### src/rtl/risc_bus_pkg.sv
// Shared bus encodings: operating modes and the arbiter/lock FSM states.
package risc_bus_pkg;

    localparam logic MODE_SELECT = 1'b0;
    localparam logic MODE_RR     = 1'b1;

    typedef enum logic {
        ST_ARB    = 1'b0,
        ST_LOCKED = 1'b1
    } state_t;

endpackage

### src/rtl/bus_mux_arb_rr_pick.sv
// Rotating-priority encoder: first asserted req at or after ptr, wrapping at N.
module rr_pick #(
    parameter int N     = 4,
    parameter int SEL_W = $clog2(N)
) (
    input  logic [N-1:0]     req,
    input  logic [SEL_W-1:0] ptr,
    output logic [SEL_W-1:0] gnt,
    output logic             gnt_vld
);

    always_comb begin
        int idx;
        // NOTE: every output of a combinational block gets a default first so no path leaves it unassigned (which would infer a latch).
        gnt     = '0;
        gnt_vld = 1'b0;
        idx     = 0;
        for (int k = 0; k < N; k++) begin
            idx = int'(ptr) + k;
            if (idx >= N) idx = idx - N;
            for (int i = 0; i < N; i++) begin
                if (i == idx && req[i] && !gnt_vld) begin
                    gnt     = SEL_W'(i);
                    gnt_vld = 1'b1;
                end
            end
        end
    end

endmodule

### src/rtl/bus_mux_arb.sv
// N-input registered bus mux with valid/ready handshake, explicit-select or
// round-robin arbitration, and grant locking across multi-beat packets.
module bus_mux_arb
    import risc_bus_pkg::*;
#(
    parameter int WIDTH = 8,
    parameter int N     = 4,
    parameter int SEL_W = $clog2(N)
) (
    input  logic                 clk,
    input  logic                 rst,
    input  logic                 mode,
    input  logic [SEL_W-1:0]     sel,
    input  logic [N*WIDTH-1:0]   in_data,
    input  logic [N-1:0]         in_valid,
    input  logic [N-1:0]         in_last,
    output logic [N-1:0]         in_ready,
    output logic [WIDTH-1:0]     out_data,
    output logic [SEL_W-1:0]     out_src,
    output logic                 out_last,
    output logic                 out_valid,
    input  logic                 out_ready
);

    state_t             state, state_nxt;
    logic [SEL_W-1:0]   rr_ptr, lock_ch;
    logic [SEL_W-1:0]   rr_gnt, gnt;
    logic               rr_vld, gnt_vld;
    logic               sel_vld, lock_vld;
    logic [WIDTH-1:0]   gnt_data;
    logic               gnt_last, gnt_in_valid;
    logic               space, load;

    rr_pick #(.N(N), .SEL_W(SEL_W)) u_rr_pick (
        .req     (in_valid),
        .ptr     (rr_ptr),
        .gnt     (rr_gnt),
        .gnt_vld (rr_vld)
    );

    // A sel value of N or more matches no channel and therefore never grants.
    always_comb begin
        sel_vld  = 1'b0;
        lock_vld = 1'b0;
        for (int i = 0; i < N; i++) begin
            if (sel == SEL_W'(i))     sel_vld  = in_valid[i];
            if (lock_ch == SEL_W'(i)) lock_vld = in_valid[i];
        end
    end

    always_comb begin
        if (state == ST_LOCKED) begin
            gnt     = lock_ch;
            gnt_vld = lock_vld;
        end else if (mode == MODE_SELECT) begin
            gnt     = sel;
            gnt_vld = sel_vld;
        end else begin
            gnt     = rr_gnt;
            gnt_vld = rr_vld;
        end
    end

    always_comb begin
        gnt_data     = '0;
        gnt_last     = 1'b0;
        gnt_in_valid = 1'b0;
        for (int i = 0; i < N; i++) begin
            if (gnt == SEL_W'(i)) begin
                gnt_data     = in_data[i*WIDTH +: WIDTH];
                gnt_last     = in_last[i];
                gnt_in_valid = in_valid[i];
            end
        end
    end

    assign space = !out_valid || out_ready;
    assign load  = space && gnt_vld && gnt_in_valid;

    always_comb begin
        in_ready = '0;
        for (int i = 0; i < N; i++) begin
            in_ready[i] = space && gnt_vld && (gnt == SEL_W'(i));
        end
    end

    always_comb begin
        state_nxt = state;
        case (state)
            ST_ARB:    if (load && !gnt_last) state_nxt = ST_LOCKED;
            ST_LOCKED: if (load && gnt_last)  state_nxt = ST_ARB;
            default:   state_nxt = ST_ARB;
        endcase
    end

    // NOTE: clocked state is written with non-blocking assignments so every register samples pre-edge values.
    always_ff @(posedge clk or posedge rst) begin
        if (rst) state <= ST_ARB;
        else     state <= state_nxt;
    end

    always_ff @(posedge clk or posedge rst) begin
        if (rst) begin
            rr_ptr  <= '0;
            lock_ch <= '0;
        end else begin
            if (load && gnt_last)
                rr_ptr <= (gnt == SEL_W'(N-1)) ? '0 : gnt + 1'b1;
            if (state == ST_ARB && load && !gnt_last)
                lock_ch <= gnt;
        end
    end

    // A load and a drain in the same cycle overwrite the held beat with no bubble.
    always_ff @(posedge clk or posedge rst) begin
        if (rst) begin
            out_valid <= 1'b0;
            out_data  <= '0;
            out_src   <= '0;
            out_last  <= 1'b0;
        end else if (load) begin
            out_valid <= 1'b1;
            out_data  <= gnt_data;
            out_src   <= gnt;
            out_last  <= gnt_last;
        end else if (out_ready) begin
            out_valid <= 1'b0;
        end
    end

endmodule

### config.mk
export PLATFORM = sky130hd
export DESIGN_NAME = bus_mux_arb
export DESIGN_NICKNAME = d
export VERILOG_FILES = /design/src/rtl/risc_bus_pkg.sv /design/src/rtl/bus_mux_arb_rr_pick.sv /design/src/rtl/bus_mux_arb.sv
export SDC_FILE = /design/constraint.sdc
export NUM_CORES = 1
export LEC_CHECK = 0
export ABC_CLOCK_PERIOD_IN_PS = 7300
export CORE_ASPECT_RATIO = 0.75
export CORE_MARGIN = 1
export CORE_UTILIZATION = 32
export DETAILED_ROUTE_END_ITERATION = 7
export PLACE_DENSITY = 0.65
export REMOVE_ABC_BUFFERS = 1
export SETUP_SLACK_MARGIN = 0.3
export SLEW_MARGIN = 40
export SYNTH_ARGS = -nofsm -noshare
export SYNTH_HDL_FRONTEND = slang
export SYNTH_HIERARCHICAL = 1
export SYNTH_SLANG_ARGS = --single-unit
### constraint.sdc
create_clock -name clk -period 7.3 [get_ports clk]
set_clock_uncertainty 0.1 [all_clocks]
set_input_delay 1.46 -clock clk [delete_from_list [all_inputs] [get_ports clk]]
set_output_delay 1.46 -clock clk [all_outputs]
set_load 0.1 [all_outputs]
==> flow_summary.toml <==
[status]
outcome = "completed"

[critical_path]
critPathKind = "in -> out"
critical_path.reg2reg.endpoint = "out_data[2]"
worstRegToRegCells = 12
timing.critical_path.arrival_ns = 4.21
crit_path_max_fanout = 21
r2r-start = "rr_ptr[0]"
cp.required_ns = 5.74
end_kind = "output pin"
worstSetupStartpointType = "input port"
r2r_slack_ns = 3.89

[routing]
drt_drc_violations_left = 0
routed_wirelength_mm = 3.60
detailed_router_s_first_iteration_violation_count = 103
amount_of_wire_on_met2_after_detailed_routing_mm = 1.72
ant_nets = 0
routed.top_layer = "met4"
drt-met1-wl_mm = 1.64
dr_wl_met3_microns = 231
drt_first_pass_iters = 4
wl_per_cell_microns = 14.6
routed-via-count = 1222
vias_per_cell = 4.97

[synth]
synth-edff-count = 0
yosys.cell_types.count = 34
synth_area_sq_um = 1320
synth_compound_gate_area_share_pct = 20.4
largest_family_of_logic_cells_by_synthesized_area = "multiplexers"
synth.avg_cell_area_sq_um = 9.67
seq_area_frac_synth_pct = 32.4
xor_xnor_share_of_the_synthesized_area_pct = 0
ys_dominant_reg_cell = "sky130_fd_sc_hd__dfrtp_1"
synthArstFlopShare_pct = 100
synth-simple-area-share_pct = 17.5
synth_adder_area_share_pct = 3.81
synthCells = 136
yosysWarningCount = 6
synth.mux.area_fraction_pct = 20.6
postSynthRegisterBits = 17

[placed_design]
portBuffers = 61
placed_cells = 242
detailedPlacementHpwl_mm = 2.80
place_congestion = 0.808
dp_worst_setup_slack_ns = 1.54

[sta]
finalHoldViolations = 0
final_max_slew_viol_count = 0
final_worst_setup_slack_ns = 1.53
tns_ns = 0
period_needed_ns = 5.77
relSlewSlack_pct = 46.9
worstMarginPinSlew_ns = 0.796
grt_setup_unrepaired = "no"
timing.final.setup_violations = 0
max_freq_mhz = 173
fin_crit_sh_pct = 79.0

[clock_tree]
cts.sinks = 17
ctsResizeCount = 0
post_cts_buffers = 0
clockBufferDepth = 2
tritoncts = "built"
insertion_delay_ns = 0.25
cts_hold_repair.buffers = 0
cts_buffers = 3
path_clk_slew_ns = 0.07
cts_root_buf = "sky130_fd_sc_hd__clkbuf_8"
h_tree_depth = 1

[finish]
multi_input_area_sq_um = 818
finalNetCount = 245
register_area_sq_um = 425
cell_count_final_fillers_out = 246
layout-area-overhead-vs-synth_pct = 46.7
fillers = 363
antenna_cells = 0
post_route_cells_drive_above_1_share_pct = 17.5

[die]
initial_utilization_pct = 34.6
die_area_sq_um = 4370
rows = 19
core_outline_area_sq_um = 3800
die_y_microns = 57.5
io_pins = 62
die_width_microns = 76.0

[min_path]
hold-path-cell-count = 1
min_to = "out_data[1]"
min-delay-start = "out_data[1]"
holdCritPathClass = "reg -> reg"

[grt]
grt_pass1_vias = 1200
number_of_antenna_violations_at_the_first_check_in_global_routing = 0
track_usage_pct = 17.0
grt_start_max_net_pins = 23
grt_overflow_total = 0
grt_pass1_wl_mm = 5.81

[flow_run]
max_cap_viol_count = 0
-- layout by cell type, fill, tap and decap left out --
cell type	n
sky130_fd_sc_hd__clkdlybuf4s50_1	45
sky130_fd_sc_hd__a21oi_2	1
sky130_fd_sc_hd__o31ai_1	7
sky130_fd_sc_hd__o21ai_0	2
sky130_fd_sc_hd__a21oi_1	10
sky130_fd_sc_hd__mux2_1	8
sky130_fd_sc_hd__nand4b_1	1
sky130_fd_sc_hd__o211a_4	1
sky130_fd_sc_hd__inv_1	8
sky130_fd_sc_hd__clkinv_2	1
sky130_fd_sc_hd__mux2_4	8
sky130_fd_sc_hd__nand3_1	3
sky130_fd_sc_hd__nand2b_1	4
sky130_fd_sc_hd__nor3_1	1
sky130_fd_sc_hd__a221o_1	1
sky130_fd_sc_hd__mux2i_1	6
sky130_fd_sc_hd__nand3b_1	2
sky130_fd_sc_hd__a221oi_2	1
sky130_fd_sc_hd__nor2b_1	9
sky130_fd_sc_hd__nand2_1	12
sky130_fd_sc_hd__and2_1	4
sky130_fd_sc_hd__o221ai_1	1
sky130_fd_sc_hd__dfrtp_1	17
sky130_fd_sc_hd__nand2_4	1
sky130_fd_sc_hd__buf_2	12
sky130_fd_sc_hd__clkbuf_8	3
sky130_fd_sc_hd__a21o_1	1
sky130_fd_sc_hd__buf_4	4
sky130_fd_sc_hd__a221oi_1	7
sky130_fd_sc_hd__o2bb2ai_1	1
sky130_fd_sc_hd__ha_1	4
sky130_fd_sc_hd__nor2_1	4
sky130_fd_sc_hd__nor2b_2	1
sky130_fd_sc_hd__a22oi_2	1
sky130_fd_sc_hd__clkinv_1	1
sky130_fd_sc_hd__o21ai_1	1
-- registers in the layout (all words and copies together) (netlist names), named ones only --
register and flops:
lock_ch 2, out_data 8, out_valid 1, rr_ptr 2
out_last 1, out_src 2
-- final cells by class --
cell class,count,area share (%)
Clock inverter,1,0.259
Multi-Input combinational cell,103,42.4
Inverter,9,1.75
Clock buffer,3,2.14
Sequential cell,17,22.0
Timing Repair Buffer,61,28.0
Tap cell,52,3.37
-- worst max-delay path: stages --
cell	delay [ns]
sky130_fd_sc_hd__clkdlybuf4s50_1	0.62
sky130_fd_sc_hd__inv_1	0.10
sky130_fd_sc_hd__o221ai_1	0.19
sky130_fd_sc_hd__a21oi_1	0.08
sky130_fd_sc_hd__mux2_1	0.31
sky130_fd_sc_hd__mux2i_1	0.29
sky130_fd_sc_hd__ha_1	0.65
sky130_fd_sc_hd__and2_1	0.22
sky130_fd_sc_hd__buf_4	0.28
-- cell usage after synthesis, types with 2 or more instances --
library cell / count / area, sq um
sky130_fd_sc_hd__nand3_1: 3 / 15.0
sky130_fd_sc_hd__nor2b_1: 9 / 56.3
sky130_fd_sc_hd__ha_1: 4 / 50.1
sky130_fd_sc_hd__mux2i_1: 6 / 60.1
sky130_fd_sc_hd__mux2_1: 8 / 90.1
sky130_fd_sc_hd__nor2_1: 4 / 15.0
sky130_fd_sc_hd__nand2_1: 12 / 45.0
sky130_fd_sc_hd__inv_1: 8 / 30.0
sky130_fd_sc_hd__nand3b_1: 2 / 15.0
sky130_fd_sc_hd__dfrtp_1: 17 / 425
sky130_fd_sc_hd__a21oi_1: 10 / 50.1
sky130_fd_sc_hd__and2_1: 4 / 25.0
sky130_fd_sc_hd__o31ai_1: 7 / 52.6
sky130_fd_sc_hd__clkbuf_1: 5 / 18.8
sky130_fd_sc_hd__mux2_4: 8 / 120
sky130_fd_sc_hd__o21ai_0: 2 / 10.0
sky130_fd_sc_hd__a221oi_1: 7 / 61.3
sky130_fd_sc_hd__nand2b_1: 4 / 25.0
-- how the worst max path moves through the flow --
stage	endpoint	start	slack, ns	cells past startpoint
global placement	in_ready[2]	in_valid[0]	1.63	9
floorplan	in_ready[3]	in_valid[0]	2.14	7
CTS	in_ready[2]	in_valid[0]	1.54	9
detailed placement	in_ready[2]	in_valid[0]	1.54	9
finish	in_ready[2]	in_valid[0]	1.53	9
global route	in_ready[3]	in_valid[1]	1.34	10
-- per-layer routing --
metal  up-vias  GRT usage (%)
met5         -              0
met4         0           1.92
li1        606              -
met3         2           4.64
met1       572           23.4
met2        42           27.5
-- metrics by stage --
stage	hold WS [ns]	instance area [sq um]	utilization, %
final	0.402	1930	50.7
after global routing	0.426	1930	50.7
after CTS	0.409	1930	50.7
after detailed placement	0.381	1880	49.5
after global placement	0.378	1940	51.1
after floorplan	0.388	1280	-
-- logic make-up (layout without fill, tap and decap cells) --
family	count (synthesis)	in the layout
DFF	17	17
adders and majority gates	4	4
muxes	22	22
and+or+nand+nor	42	42
AOI/OAI and AO/OA	35	35
buffers and inverters	16	74
Power is not shown: default switching activity piles up to over one toggle a cycle in this logic, so the estimate is an artifact.
